**config.mk**
```make
export PLATFORM = sky130hd
export DESIGN_NAME = flag_hazard_ctrl
export DESIGN_NICKNAME = d
export VERILOG_FILES = /design/src/rtl/flag_pkg.sv /design/src/rtl/cond_eval.sv /design/src/rtl/flag_hazard_ctrl.sv
export SDC_FILE = /design/constraint.sdc
export NUM_CORES = 1
export LEC_CHECK = 0
export ABC_AREA = 1
export ABC_CLOCK_PERIOD_IN_PS = 1410
export CAP_MARGIN = 20
export CORE_MARGIN = 5
export CORE_UTILIZATION = 43
export CTS_BUF_LIST = sky130_fd_sc_hd__clkbuf_8
export CTS_CLUSTER_DIAMETER = 120
export DETAILED_ROUTE_END_ITERATION = 10
export PLACE_DENSITY_LB_ADDON = 0.05
export REMOVE_ABC_BUFFERS = 1
export SYNTH_ARGS = -nofsm -noshare
export SYNTH_HDL_FRONTEND = slang
export SYNTH_SLANG_ARGS = --single-unit
```
**constraint.sdc**
```tcl
create_clock -name clk -period 1.41 [get_ports clk]
set_input_delay 0.141 -clock clk [delete_from_list [all_inputs] [get_ports clk]]
set_output_delay 0.141 -clock clk [all_outputs]
set_load 0.05 [all_outputs]
```
**src/rtl/flag_pkg.sv**
```systemverilog
// Shared types for the NZVC flag sequencing logic: flag bit indices, B.cond
// condition codes and the hazard controller state.
package flag_pkg;

  // Bit positions inside a 4-bit flags vector {C,V,Z,N}
  localparam int unsigned FLAG_N = 0;
  localparam int unsigned FLAG_Z = 1;
  localparam int unsigned FLAG_V = 2;
  localparam int unsigned FLAG_C = 3;

  typedef enum logic [3:0] {
    EQ = 4'd0,
    NE = 4'd1,
    HS = 4'd2,
    LO = 4'd3,
    MI = 4'd4,
    PL = 4'd5,
    VS = 4'd6,
    VC = 4'd7,
    HI = 4'd8,
    LS = 4'd9,
    GE = 4'd10,
    LT = 4'd11,
    GT = 4'd12,
    LE = 4'd13,
    AL = 4'd14,
    NV = 4'd15
  } cond_e;

  typedef enum logic {
    RUN  = 1'b0,
    HOLD = 1'b1
  } state_e;

endpackage

```
**src/rtl/cond_eval.sv**
```systemverilog
// Combinational B.cond evaluator: condition code plus NZVC flags to taken.
// Also intended for any later conditional-select datapath.
module cond_eval
  import flag_pkg::*;
(
  input  cond_e      cond,
  input  logic [3:0] flags,
  output logic       taken
);

  logic n, z, v, c;

  assign n = flags[FLAG_N];
  assign z = flags[FLAG_Z];
  assign v = flags[FLAG_V];
  assign c = flags[FLAG_C];

  always_comb begin
    taken = 1'b1;
    case (cond)
      EQ:      taken = z;
      NE:      taken = ~z;
      HS:      taken = c;
      LO:      taken = ~c;
      MI:      taken = n;
      PL:      taken = ~n;
      VS:      taken = v;
      VC:      taken = ~v;
      HI:      taken = c & ~z;
      LS:      taken = ~c | z;
      GE:      taken = (n == v);
      LT:      taken = (n != v);
      GT:      taken = ~z & (n == v);
      LE:      taken = z | (n != v);
      default: taken = 1'b1;  // AL and NV both execute unconditionally
    endcase
  end

endmodule

```
**src/rtl/flag_hazard_ctrl.sv**
```systemverilog
// NZVC flag sequencer beside ID/EX: tracks in-flight flag setters, stalls B.cond
// until flags are written, resolves the branch. FLAG_HAZARD_FWD_EN enables forwarding.
module flag_hazard_ctrl
  import flag_pkg::*;
#(
  parameter int unsigned FLAG_LAT = 1,
  parameter int unsigned CNT_W    = 16
) (
  input  logic             clk,
  input  logic             reset,
  input  logic             id_valid,
  input  logic             id_is_bcond,
  input  logic             id_set_flags,
  input  logic [3:0]       id_cond,
  input  logic             ex_flush,
  input  logic [3:0]       ex_alu_flags,
  input  logic [3:0]       flags_q,
  output logic             flag_we,
  output logic             stall_id,
  output logic             br_valid,
  output logic             br_taken,
  output logic [CNT_W-1:0] stall_cnt
);

  logic [FLAG_LAT-1:0] trk_q, trk_d;
  state_e              state_q, state_d;
  logic [CNT_W-1:0]    cnt_q, cnt_d;
  logic                pending;
  logic                hazard;
  logic                is_bcond;
  logic [3:0]          eval_flags;
  logic                taken;

`ifdef FLAG_HAZARD_FWD_EN
  // Every tracker stage except the one writing the register this cycle
  localparam logic [FLAG_LAT-1:0] OlderMask = ~(FLAG_LAT'(1) << (FLAG_LAT - 1));

  assign pending    = |(trk_q & OlderMask);
  assign eval_flags = trk_q[FLAG_LAT-1] ? ex_alu_flags : flags_q;
`else
  logic unused_alu_flags;

  // The flags register captures ex_alu_flags itself; only forwarding reads them here
  assign unused_alu_flags = ^ex_alu_flags;
  assign pending          = |trk_q;
  assign eval_flags       = flags_q;
`endif

  assign is_bcond = id_valid & id_is_bcond;
  assign hazard   = is_bcond & pending;

  cond_eval u_cond_eval (
    .cond  (cond_e'(id_cond)),
    .flags (eval_flags),
    .taken (taken)
  );

  assign flag_we   = trk_q[FLAG_LAT-1] & ~reset;
  assign stall_id  = hazard & ~reset;
  assign br_valid  = is_bcond & ~hazard & ~reset;
  assign br_taken  = taken & ~reset;
  assign stall_cnt = cnt_q;

  always_comb begin
    trk_d    = trk_q << 1;
    trk_d[0] = id_valid & id_set_flags & ~id_is_bcond & ~hazard & ~ex_flush;
  end

  always_comb begin
    state_d = state_q;
    cnt_d   = cnt_q;
    case (state_q)
      RUN:     if (hazard) state_d = HOLD;
      HOLD:    if (!hazard) state_d = RUN;
      default: state_d = RUN;
    endcase
    if (hazard && (cnt_q != '1)) begin
      cnt_d = cnt_q + CNT_W'(1);
    end
  end

  always_ff @(posedge clk or posedge reset) begin
    if (reset) begin
      trk_q   <= '0;
      state_q <= RUN;
      cnt_q   <= '0;
    end else begin
      trk_q   <= trk_d;
      state_q <= state_d;
      cnt_q   <= cnt_d;
    end
  end

  a_hold_after_stall: assert property (@(posedge clk) disable iff (reset)
    stall_id |=> (state_q == HOLD));

endmodule

```
## Word-level counts from Yosys, hierarchy flattened

Index checks and enable logic that the tools add are counted.

| storage, ports and cells | value |
|---|---|
| register bits | 17 |

| operators by class | value |
|---|---|
| $add $sub $neg | 1 |
| equality and inequality tests | 16 |
| mux-type cells | 1 |
| bitwise gates (word level) | 23 |
| reductions and logical operators | 2 |

Operators by type and width:

| cell | count |
|---|---|
| 4-bit equality test (second input constant) | 6 |
| 16-bit by 1-bit adder with 16-bit output (second input constant) | 1 |
| 4-bit by 3-bit equality test with 1-bit output (second input constant) | 4 |
| 16-bit != test (second input constant) | 1 |
| 1-bit one-hot mux with 14 select lines | 1 |
| 1-bit bitwise AND | 13 |
| 4-bit by 2-bit equality test with 1-bit output (second input constant) | 2 |
| 1-bit inverter | 8 |
| 4-bit by 1-bit equality test with 1-bit output (second input constant) | 1 |
| 4-bit logical NOT | 1 |
| 1-bit bitwise OR | 2 |
| 1-bit equality test | 1 |
| 1-bit logical AND | 1 |
| 1-bit != test | 1 |

## Depth between registers and ports, before layout

Gate-level depths: netlist (run 1).

| depth | value |
|---|---|
| depth in word-level cells | 5 |
| mapped depth | 9 |

## Hierarchy

Synthesis (run 1) repeated with hierarchy kept, for this count alone.

| second synthesis, totals | value |
|---|---|
| cells, all modules | 209 |
| area, all modules | 1252.5 sq um |

Modules (own cells, without submodules):

| module | times used | cells an instance | area an instance (sq um) | seq. area each (sq um) |
|---|---|---|---|---|
| flag_hazard_ctrl | 1 | 159 | 1047.3 | 425.4 |
| cond_eval | 1 | 50 | 205.2 | 0.0 |

## Worst setup path before layout (run 1)

No wires, ideal clock.

| timing path | value |
|---|---|
| path type | register to register |
| start point | register cnt_q[0] (netlist: stall_cnt[0]) |
| end point | register cnt_q[3] (netlist: stall_cnt[3]) |
| library setup time | 0.123 ns |
| arrival | 1.815 ns |
| data required time | 1.287 ns |
| slack | -0.529 ns |
| stages on the path, launching flop included | 10 |
| period minus slack after synthesis | 1.939 ns |
| cells stage by stage | dfrtp_1 ha_1 nand2_1 nor2_2 nand2_2 o21ai_4 inv_4 buf_6 nand3_1 nand2_1 |

| on the way | value |
|---|---|
| word-level cells in the longest chain between the ends | 2 |
| elaborated cells between the ends (all ways) | 3 |
| classes of those cells | add/sub: 1; eq/ne: 1; reduce/logical: 1 |

Ends and longest elaborated chain:

| item | line | text |
|---|---|---|
| start: declaration | flag_hazard_ctrl.sv:27 | `logic [CNT_W-1:0] cnt_q, cnt_d;` |
| start signal: assignment | flag_hazard_ctrl.sv:90 | `cnt_q <= cnt_d;` |
| branches (longest 2 deep; another with 16-bit by 1-bit adder with 16-bit output) | - |  |

Parallel ways; which one is timed is not known.
A chain may end at the register's enable or synchronous reset.

## Final worst setup path (run 1)

| timing path | value |
|---|---|
| start point | register cnt_q[0] (netlist: stall_cnt[0]) |
| end point | register cnt_q[2] (netlist: stall_cnt[2]) |

The elaborated chain is that of the path after synthesis.

==> metrics list, run 1 <==
- CP Capture Type: flop
* N_diodes: 0
- The Yosys step of the flow raised 0 warnings.
- Final Hold Viols: 0
- Final worst clock skew: 0.006918 ns
- Start-to-end type of the worst setup path: flop to flop
- CTS placed an instance of sky130_fd_sc_hd__clkbuf_8 at the clock tree root.
- DR DRC count: 0
- After synthesis, the most frequently instantiated cells are sky130_fd_sc_hd__nand2_1 (67), sky130_fd_sc_hd__nor2_1 (21), sky130_fd_sc_hd__inv_1 (18), sky130_fd_sc_hd__nand3_1 (18), sky130_fd_sc_hd__dfrtp_1 (17).
- Routed length per instance: 12.57 µm
- Synthesis produced a netlist whose cell count is 180.
- Headroom to the max-slew limit came out at 0.8082.
- Async S/R FF share, synth: 1.000
- The final count of pins violating max slew is 0.
* Number of distinct library cells after synthesis: 20
- Ranked by total cell area, the synthesized netlist is headed by sky130_fd_sc_hd__dfrtp_1 (35%), sky130_fd_sc_hd__nand2_1 (21%), sky130_fd_sc_hd__nand3_1 (7.5%).
- Worst skew pair latency: 0.26 ns
- For this run, the total global-route usage over all layers was measured as 0.1866.
- Wire length of the first global-routing pass: 6.113 mm
- Summed over all cells, the static leakage comes to 0.9667 nW.
* IO Port Bufs: 33
* Power per cell area: 816.7 nW/µm²
- Buffers from clock root to sink, at most: 2
* Critical path startpoint category: flop
- Largest driver fanout on the critical path: 5
- The path class of the tightest hold or removal check is input pin to asynchronous set/reset pin.
- RSZ-0062 raised after global routing: true
* Place WS: -0.3100 ns
* Synthesized flop and latch total: 17
- After legalization and detailed placement, the total HPWL measured 2.657 mm.
* Min cycle time layout: 1.471 ns
- Total CTS buffers: 3
- In this run the cell area of the synthesized design comes to 1202 µm².
* Overall routed net length: 3.443 mm
- Data on the critical path is required at its endpoint by 1.58 ns.
* Total number of clock tree sinks: 17
* Number of placed I/O pins: 38
- Of the post-synthesis cell area, the dominant cell type holds 0.3538.
- Across all setup checks in the final design, the least slack found is -0.06085 ns.
* Overall die height: 62.88 µm
* Most numerous cell in the Yosys netlist: sky130_fd_sc_hd__nand2_1
- A synthesized cell averages 6.680 µm².
* Utilization after layout: 0.7544
- The detailed router finished its first iteration with 95 violations.
- The flow ran to the end, but the final reports show violations.
- Of all cell types, the one taking the most synthesized area is sky130_fd_sc_hd__dfrtp_1.
* Overall overflow remaining after global route: 0
- Setup violations remaining at the end of the flow were counted as 17.
* Prevailing post-synth register cell: sky130_fd_sc_hd__dfrtp_1
- Timing would allow up to 679.9 MHz.
* Register area share after synthesis: 0.3538
- Final period utilization: 1.043
* Maximum number of pins on one net before global-route repair: 18
- Growth of design area from synthesis to finish: 70.03%
* Clock-pin slew on the worst setup and hold paths: 0.07 ns
* Vias after detailed routing: 1,359
- Via density per instance: 4.960
* Number of optimization iterations in the first detailed-route pass: 4
* Number of flops mapped to enable cells by yosys: 0
* Data arrival at the endpoint of the critical path: 1.64 ns
- The final layout contains 263 nets.
* Max-cap violation count: 0
- Fill cell count: 198
- Power after layout: 1.670 mW
- The via count of the first global-routing pass came to 1,375.
- The count of nets left with antenna violations once routing finished came out at 0.
* Final GP Congestion: 0.8411
- Hold is met by 0.3788 ns.
- In the final layout, the share of cells above drive strength 1 is 0.3086.
- CTS built an H-tree with a depth of 1.
- Measured along the x axis, the die boundary spans 62.88 µm.
- Number of cell rows: 19
- The region available for standard cell placement spans 2710 µm².
* Initial cell density of the core: 0.4437
* Die area: 3954 µm²
- Failing checks: setup timing
* Worst-Margin Slew: 0.2866 ns
* CTS tree: yes
- Initial antenna violation count: 0
- Worst voltage drop across the vdd grid: 996.0 µV
## layer usage
layer | track usage | up-vias | part of all wire
met5 | 0 | - | 0
met4 | 0.08488 | 0 | 0.018
met3 | 0.05216 | 9 | 0.058
met2 | 0.3154 | 40 | 0.49
met1 | 0.2156 | 615 | 0.44
li1 | - | 695 | -
## timing repair
action / in CTS / in global routing
gates cloned: 0 / 0
gates resized for setup: 14 / 15
endpoints found under the hold margin: 0 / 0
pin swaps: 7 / 2
endpoints found under the setup margin: 17 / 19
buffers inserted: 3 / 0
hold buffers: 0 / 0
## final cells by class
class / instances / area [µm²] / share of cell area
inverter: 19 / 76.32 / 0.03733
multi-input combinational: 142 / 723.2 / 0.3537
timing repair buffer: 61 / 734.5 / 0.3592
clock buffer: 3 / 41.29 / 0.02020
sequential: 17 / 425.4 / 0.2081
tap: 31 / 38.79 / 0.01897
clock inverter: 1 / 5.005 / 0.002448
## placed cells by master (no fill, tap or decap), drive strengths merged
cell and count:
a21boi 1, dlygate4sd2 4, inv 19, nor3 5
xor2 2, o21a 1, clkinv 1, clkdlybuf4s50 6
o21ai 11, nand2 69, clkdlybuf4s15 2, nor2 24
xnor2 8, ha 1, a21oi 1, clkbuf 4
nand4 1, buf 48, nand3 18, dfrtp 17
## stage by stage
stage	instances	TNS (ns)	area, µm²
6_report	274	-0.4093	2044
3_3_place_gp	267	-0.8675	1937
3_5_place_dp	267	-1.422	1937
5_1_grt	274	-1.854	2044
4_1_cts	274	-0.3527	2016
2_1_floorplan	178	-8.587	1180
## power breakdown
group	total (mW)	internal, mW	switching, mW
clock network	0.386	0.197	0.189
logic	0.720	0.350	0.370
registers	0.563	0.531	0.0324
total	1.67	1.08	0.591
## registers in the layout, indices dropped and copies added (netlist names)
| name | count |
|---|---|
| pending | 1 |
| stall_cnt | 16 |
## cells by family (layout without fill, tap and decap cells)
kind of cell	count (synthesis)	count (layout)	synth area share
buffers and inverters	21	84	0.08012
and+or+nand+nor	117	117	0.4017
DFF	17	17	0.3538
AOI/OAI and AO/OA	14	14	0.08117
adders and majority gates	1	1	0.01040
xor gates and xnor gates	10	10	0.07285
## critical path, cell delays in order (launching register included)
cell,delay (ns)
sky130_fd_sc_hd__dfrtp_1,0.36
sky130_fd_sc_hd__ha_2,0.20
sky130_fd_sc_hd__nand2_2,0.07
sky130_fd_sc_hd__nor2_4,0.10
sky130_fd_sc_hd__nand2_2,0.08
sky130_fd_sc_hd__o21ai_4,0.27
sky130_fd_sc_hd__buf_4,0.19
sky130_fd_sc_hd__nand2_1,0.04
sky130_fd_sc_hd__o21ai_0,0.08
## path summary, 6_finish.rpt
kind	slack, ns	cells after the start	startpoint	endpoint
max	-0.06	8	stall_cnt[0]	stall_cnt[2]
min	0.38	3	reset	stall_cnt[15]
max reg2reg	-0.06	8	stall_cnt[0]	stall_cnt[2]
min reg2reg	0.57	2	stall_cnt[15]	stall_cnt[15]
max in group asynchronous	0.83	3	reset	stall_cnt[1]
min in group clk	0.43	3	id_set_flags	pending
Note: power is estimated with default switching activity, not from simulation.
==> run 2: changes to the inputs <==
CORE_UTILIZATION = 41   (was 43)
CTS_BUF_LIST = default   (was sky130_fd_sc_hd__clkbuf_8)
GPL_TIMING_DRIVEN = 1   (was default)
==> run 2 against run 1 <==
Against the previous run: largest cell class is now multi-input gates; routed wire length up 16%; core utilization increased by 2.2 points; largest power group unchanged; the run still ends with setup timing left; register-to-register slack worse by 0.02 ns; sequential cell count did not move; clock-buffer cell count stayed put; non-clock buffer count grew 3; final cell count grew 1.5%.
==> metrics list, run 2 (same netlist as run 1, synthesis figures left out) <==
* Final Hold Viols: 0 (unchanged)
* Proportion of power drawn by combinational gates: 0.477 (was 0.431)
- HPWL after DPL: 2.776 mm (was 2.657 mm)
- The worst clock skew on the final layout came to 0.008177 ns (was 0.006918 ns).
- The kind of cell adding the most delay to the critical path is flip-flops (unchanged).
* Core ar.: 2781 µm² (was 2710 µm²)
* Final GP Congestion: 0.8966 (was 0.8411)
- The starting density of the core was 0.4323 (was 0.4437).
- Worst voltage drop across the vdd grid: 1016 µV (was 996.0 µV)
- Worst Hold Class: input pin to asynchronous set/reset pin (unchanged)
- The reported leakage power was 1.051 nW (was 0.9667 nW).
* Global-route usage over all layers: 0.1926 (was 0.1866)
* Max incr delay on CP: 0.42 ns (was 0.36 ns)
* Worst-Margin Slew: 0.2684 ns (was 0.2866 ns)
- The required time at the endpoint of the critical path was 1.64 ns (was 1.58 ns).
- Most frequent CP cell: sky130_fd_sc_hd__nand2_2 (unchanged)
- Max Clock Freq: 672.2 MHz (was 679.9 MHz)
* Total number of clock tree sinks: 17 (unchanged)
- The share of cells above drive strength 1 is 0.4170 (was 0.3086).
* Routed length per instance: 14.38 µm (was 12.57 µm)
- RSZ-0062 raised after global routing: true (unchanged).
- The fraction of power spent switching nets came to 0.3780 (was 0.3542).
- The buffer and inverter count on the worst path was 2 (was 1).
* Overall routed net length: 3.998 mm (was 3.443 mm)
- The buffer type at the clock tree root is sky130_fd_sc_hd__clkbuf_4 (was sky130_fd_sc_hd__clkbuf_8).
- The worst hold slack is 0.3510 ns (was 0.3788 ns).
- Wire length of the first global-routing pass: 6.534 mm (was 6.113 mm)
- Failing checks: setup timing (unchanged).
* Horizontal extent of the die: 64.16 µm (was 62.88 µm)
- Vias after detailed routing: 1,477 (was 1,359)
- The maximum net fanout on the critical path was 6 (was 5).
- Reported net switching power: 0.6132 mW (was 0.5914 mW)
- The slowest library cell on the worst path is sky130_fd_sc_hd__dfrtp_1 (unchanged).
- Commonest cells after routing, fill and taps aside: sky130_fd_sc_hd__nand2_1 (54), sky130_fd_sc_hd__buf_4 (27), sky130_fd_sc_hd__buf_12 (21) (was sky130_fd_sc_hd__nand2_1 (63), sky130_fd_sc_hd__buf_4 (27), sky130_fd_sc_hd__buf_12 (20))
- Leading cell type in the layout, fill and taps excluded: sky130_fd_sc_hd__nand2_1 (unchanged)
* Critical path startpoint category: flop (unchanged)
* Portion of total power attributed to the clock network: 0.169 (was 0.231)
- N_diodes: 0 (unchanged)
- The maximum buffer depth of the clock tree is 2 (unchanged).
- The nature of the critical path endpoint is a flop (unchanged).
* Overall die height: 64.16 µm (was 62.88 µm)
* CTS tree: yes (unchanged)
- Number of placed I/O pins: 38 (unchanged)
- Total internal power: 1.009 mW (was 1.078 mW)
* Maximum number of pins on one net before global-route repair: 18 (unchanged)
* Setup TNS: -0.9479 ns (was -0.4093 ns)
* Data arrival at the endpoint of the critical path: 1.72 ns (was 1.64 ns)
- The portion of the clock cycle consumed by the worst path in the final layout came to 1.055 (was 1.043).
- The number of nets with antenna violations after detailed routing is 0 (unchanged).
* Number of global-route vias before repair: 1,484 (was 1,375)
- The initial antenna violation count is 0 (unchanged).
* Setup Viol. Count Final: 16 (was 17)
* Die area: 4116 µm² (was 3954 µm²)
- The final count of pins violating max slew was 0 (unchanged).
- The proportion of power drawn by flip-flops and latches was 0.354 (was 0.337).
- The total grt overflow came to 0 (unchanged).
- The number of flip-flops under the largest register name came to 16 (unchanged).
- The post-route worst setup slack is -0.07769 ns (was -0.06085 ns).
* Start-to-end type of the worst setup path: flop to flop (unchanged)
- The clock insertion delay at the later pin of the skew report was 0.30 ns (was 0.26 ns).
- Power per cell area: 751.1 nW/µm² (was 816.7 nW/µm²)
* Clock-pin slew on the worst setup and hold paths: 0.11 ns (was 0.07 ns)
* Via density per instance: 5.313 (was 4.960)
- Iter 0 DRT Violations: 124 (was 95)
- Min cycle time layout: 1.488 ns (was 1.471 ns)
- Result of the run: finished with violations (unchanged).
* Place WS: -0.3023 ns (was -0.3100 ns)
* Total CTS buffers: 3 (unchanged)
* Growth of design area from synthesis to finish: 79.60% (was 70.03%)
- The number of max-cap violations is 0 (unchanged).
- Number of cell rows: 19 (unchanged)
- The number of port buffers came to 33 (unchanged).
- Number of optimization iterations in the first detailed-route pass: 4 (unchanged)
* DR DRC count: 0 (unchanged)
- The number of nets in the layout is 267 (was 263).
- The depth of the CTS H-tree came to 1 (unchanged).
- Cells along the critical path: ha_4, nand2_4, nor2_4, nand2_2, o21ai_4, buf_12, buf_8, nand2_2, o21ai_1 (was ha_2, nand2_2, nor2_4, nand2_2, o21ai_4, buf_4, nand2_1, o21ai_0)
- The headroom to the max-slew limit is 0.8205 (was 0.8082).
==> run 2: changes by cell type in the layout (fill, tap and decap cells not counted), sizes merged <==
cell           previous run  this run
buf                      48        51
clkbuf                    4         7
dlygate4sd2               4         1
dlymetal6s2s              0         2
clkdlybuf4s15             2         1
clkdlybuf4s50             6         5
inv                      19        20
==> run 2: cell type report <==
class / count / area (µm²)
clock inverters: 1 / 5.005
clock buffers: 3 / 22.52
repair buffers: 64 / 778.2
flip-flops and latches: 17 / 425.4
repair inverters: 1 / 6.256
inverters: 19 / 76.32
fillers: 194 / 621.8
multi-input cells: 142 / 807.0
well taps: 31 / 38.79
==> run 2: timing repair <==
item,4_1_cts,5_1_grt
buffers inserted,2,3
hold buffers,0,0
gates resized for setup,20,48
cloned,2,0
endpoints found under the setup margin,19,19
pin swaps,2,15
==> run 2: path summary, 6_finish.rpt <==
kind                            endpoint  cells after the start     startpoint  slack [ns]
setup / recovery            stall_cnt[5]                      9   stall_cnt[1]       -0.08
hold / removal             stall_cnt[15]                      3          reset        0.35
setup reg to reg            stall_cnt[5]                      9   stall_cnt[1]       -0.08
hold reg to reg            stall_cnt[15]                      2  stall_cnt[15]        0.59
max in group asynchronous   stall_cnt[0]                      3          reset        0.86
min in group clk                 pending                      3   id_set_flags        0.36
==> run 2: power by group through the flow <==
stage               clock network (mW)  logic (mW)  registers (mW)
finish                           0.274       0.774           0.574
global route                     0.298       0.822           0.581
CTS                              0.280       0.711           0.564
detailed placement                   0       0.696           0.572
global placement                     0       0.674           0.571
floorplan                            0       0.146           0.737
==> run 2: worst min-delay path, cell delays in order <==
cell and delay, ns:
sky130_fd_sc_hd__clkdlybuf4s50_1 0.54, sky130_fd_sc_hd__inv_1 0.10, sky130_fd_sc_hd__buf_4 0.26
==> run 2: metrics by stage <==
step	utilization	total power, mW	std cells	instance area, µm²
after floorplan	-	0.8828	178	1180
after global placement	0.6964	1.245	267	1937
after detailed placement	0.6964	1.268	267	1937
after CTS	0.7305	1.556	275	2032
after global routing	0.7764	1.701	278	2160
final	0.7764	1.622	278	2160
==> run 2: metal layers <==
layer  vias up  part of all wire  global-route usage
met5         -                 0                   0
met4         0             0.027             0.08142
met3        11             0.056             0.03678
met2        55              0.51              0.3405
met1       709              0.40              0.2256
li1        702                 -                   -
==> run 3: changes to the inputs <==
CELL_PAD_IN_SITES_DETAIL_PLACEMENT = 2   (was default)
CELL_PAD_IN_SITES_GLOBAL_PLACEMENT = 2   (was default)
CORE_UTILIZATION = 21   (was 41)
==> run 3 against run 2 <==
Against the previous run: the run still ends with setup timing left; combinational power down 4.0%; routed wire length up 20%; sequential power is 2% lower; critical path type unchanged; critical path depth decreased by 1.
==> metrics list, run 3 (same netlist as run 1, synthesis figures left out) <==
* Number of cell rows: 27 (was 19)
* Wire length of the first global-routing pass: 8.010 mm (was 6.534 mm)
* Total number of clock tree sinks: 17 (unchanged)
* Overall overflow remaining after global route: 0 (unchanged)
* Sw Ratio: 0.3666 (was 0.3780)
* Final period utilization: 1.067 (was 1.055)
* Reported net switching power: 0.6276 mW (was 0.6132 mW)
- Result of the run: finished with violations (unchanged)
- The post-route worst setup slack is -0.09466 ns (was -0.07769 ns).
* Number of pins with negative max-slew slack in the final report: 0 (unchanged)
- Slowest cell on crit path: sky130_fd_sc_hd__dfrtp_1 (unchanged)
- The aggregate routed wire length is 4.810 mm (was 3.998 mm).
* Delay-heaviest family, CP: flip-flops (unchanged)
* Final GP Congestion: 0.7636 (was 0.8966)
- The startpoint type of the worst setup path was a flop (unchanged).
- Overall die height: 85.67 µm (was 64.16 µm)
- The biggest cell delay along the critical path is 0.36 ns (was 0.42 ns).
- Clock-pin slew on the worst setup and hold paths: 0.08 ns (was 0.11 ns)
* Final Hold Viols: 0 (unchanged)
- The buffer type at the clock tree root is sky130_fd_sc_hd__clkbuf_8 (was sky130_fd_sc_hd__clkbuf_4).
- The required time at the endpoint of the critical path was 1.55 ns (was 1.64 ns).
- Failing checks: setup timing (unchanged).
* Buffers from clock root to sink, at most: 2 (unchanged)
* Ratio of cells with drive above 1 in the final layout: 0.4094 (was 0.4170)
- N_diodes: 0 (unchanged)
* Data arrival at the endpoint of the critical path: 1.65 ns (was 1.72 ns)
- The boundary pin count was 38 (unchanged).
- DR DRC count: 0 (unchanged)
- The via count of the first global-routing pass is 1,677 (was 1,484).
* Flip-flop count of the largest register after layout: 16 (unchanged)
- The slew at the pin closest to its max-slew limit was 0.3374 ns (was 0.2684 ns).
- The setup TNS is -1.113 ns (was -0.9479 ns).
- The final routed wire length divided by cell count was 14.75 µm (was 14.38 µm).
* Portion of total power attributed to the clock network: 0.236 (was 0.169)
- The total power of the final layout was 1.712 mW (was 1.622 mW).
- The total die area came to 7339 µm² (was 4116 µm²).
* RSZ-0062 raised after global routing: true (unchanged)
- Commonest cells after routing, fill and taps aside: sky130_fd_sc_hd__nand2_1 (53), sky130_fd_sc_hd__buf_4 (32), sky130_fd_sc_hd__buf_12 (20) (was sky130_fd_sc_hd__nand2_1 (54), sky130_fd_sc_hd__buf_4 (27), sky130_fd_sc_hd__buf_12 (21)).
- The worst clock skew on the final layout came to 0.002733 ns (was 0.008177 ns).
- CTS tree: yes (unchanged)
* Worst skew pair latency: 0.26 ns (was 0.30 ns)
- Horizontal extent of the die: 85.67 µm (was 64.16 µm)
- The maximum number of pins on one net before global-route repair was 18 (unchanged).
- HPWL after DPL: 3.820 mm (was 2.776 mm)
* Net count of the finished layout: 274 (was 267)
* Core ar.: 5540 µm² (was 2781 µm²)
- The detailed-route vias per instance was 4.442 (was 5.313).
- The starting density of the core is 0.2170 (was 0.4323).
* Htree depth: 1 (unchanged)
* Worst voltage drop across the vdd grid: 694.4 µV (was 1016 µV)
* Worst Hold Class: input pin to asynchronous set/reset pin (unchanged)
- The length of the first detailed-routing pass in iterations was 4 (unchanged).
- The internal power consumption came to 1.084 mW (was 1.009 mW).
* Total CTS buffers: 3 (unchanged)
* Crit path buffers/inverters: 1 (was 2)
- Max-cap violation count: 0 (unchanged)
- Cells along the critical path: ha_2, nand2_4, nor2_4, nand2_2, o21ai_4, inv_4, nand2_1, o21ai_0 (was ha_4, nand2_4, nor2_4, nand2_2, o21ai_4, buf_12, buf_8, nand2_2, o21ai_1)
* Leading cell type in the layout, fill and taps excluded: sky130_fd_sc_hd__nand2_1 (unchanged)
- Antenna viol nets, final: 0 (unchanged)
- The area growth from synthesis to final layout came to 86.37% (was 79.60%).
- Dpl cell area: 2056 µm² (was 1937 µm²)
- Final std cell area, no fill: 2241 µm² (was 2160 µm²)
- Setup Viol. Count Final: 16 (unchanged)
* Start-to-end type of the worst setup path: flop to flop (unchanged)
- Leak: 1.049 nW (was 1.051 nW)
- The maximum frequency from static timing analysis was 664.6 MHz (was 672.2 MHz).
* CP Capture Type: flop (unchanged)
- The placed instance count was 317 (was 267).
* Power per cell area: 763.9 nW/µm² (was 751.1 nW/µm²)
- Iter 0 DRT Violations: 20 (was 124)
* IO Port Bufs: 33 (unchanged)
* Final instance count without filler cells: 326 (was 278)
- The minimum clock period after layout is 1.505 ns (was 1.488 ns).
* Initial antenna violation count: 0 (unchanged)
* Proportion of power drawn by combinational gates: 0.434 (was 0.477)
- The headroom to the max-slew limit was 0.7733 (was 0.8205).
- The maximum net fanout on the critical path is 15 (was 6).
- Global-route usage over all layers: 0.1366 (was 0.1926)
- The proportion of power drawn by flip-flops and latches is 0.329 (was 0.354).
* Vias after detailed routing: 1,448 (was 1,477)
## run 3: final cells by class
type	count	area, µm²
tap	72	90.09
clock buffer	4	45.04
fill	638	3299
inverter	19	73.82
timing repair buffer	72	824.5
multi-input combinational	142	782.0
sequential	17	425.4
## run 3: what timing repair did
| item | CTS | global route |
|---|---|---|
| pin swaps | 15 | 8 |
| gates cloned | 0 | 0 |
| setup buffers | 3 | 4 |
| endpoints found under the setup margin | 17 | 18 |
| hold buffers | 0 | 0 |
| gates resized for setup | 34 | 25 |
## run 3: power groups by stage
stage	Sequential [mW]	Clock [mW]	Combinational [mW]
2_1_floorplan	0.737	0	0.146
3_3_place_gp	0.572	0	0.701
3_5_place_dp	0.573	0	0.721
4_1_cts	0.564	0.417	0.732
5_1_grt	0.570	0.431	0.794
6_report	0.564	0.405	0.743
## run 3: worst reg2reg max path, cell delays in order, from the launching register on
cell	delay, ns
sky130_fd_sc_hd__dfrtp_1	0.36
sky130_fd_sc_hd__ha_2	0.21
sky130_fd_sc_hd__nand2_4	0.06
sky130_fd_sc_hd__nor2_4	0.10
sky130_fd_sc_hd__nand2_2	0.08
sky130_fd_sc_hd__o21ai_4	0.25
sky130_fd_sc_hd__inv_4	0.15
sky130_fd_sc_hd__nand2_1	0.10
sky130_fd_sc_hd__o21ai_0	0.08
## run 3: path summary, 6_finish.rpt
kind	from	cells past startpoint	slack, ns	endpoint
worst max-delay path	stall_cnt[0]	8	-0.09	stall_cnt[14]
worst min-delay path	reset	3	0.36	stall_cnt[6]
worst max register to register	stall_cnt[0]	8	-0.09	stall_cnt[14]
worst min register to register	stall_cnt[0]	2	0.62	stall_cnt[0]
max in group asynchronous	reset	3	0.84	stall_cnt[7]
min in group clk	id_set_flags	3	0.42	pending
## run 3: per-layer routing
layer	wire length [µm]	GRT usage	up-vias
met3	144	0.01825	5
met1	1997	0.1495	706
met5	0	0	-
met2	2618	0.2698	25
met4	51	0.03885	0
li1	-	-	712
## run 3: metrics by stage
stage	setup slack (ns)	util	hold WS, ns
2_1_floorplan	-0.5685	-	0.06707
3_3_place_gp	-0.2535	0.3710	0.5726
3_5_place_dp	-0.2751	0.3710	0.5930
4_1_cts	-0.1050	0.3939	0.3559
5_1_grt	-0.2071	0.4045	0.4157
6_report	-0.09466	0.4045	0.3602
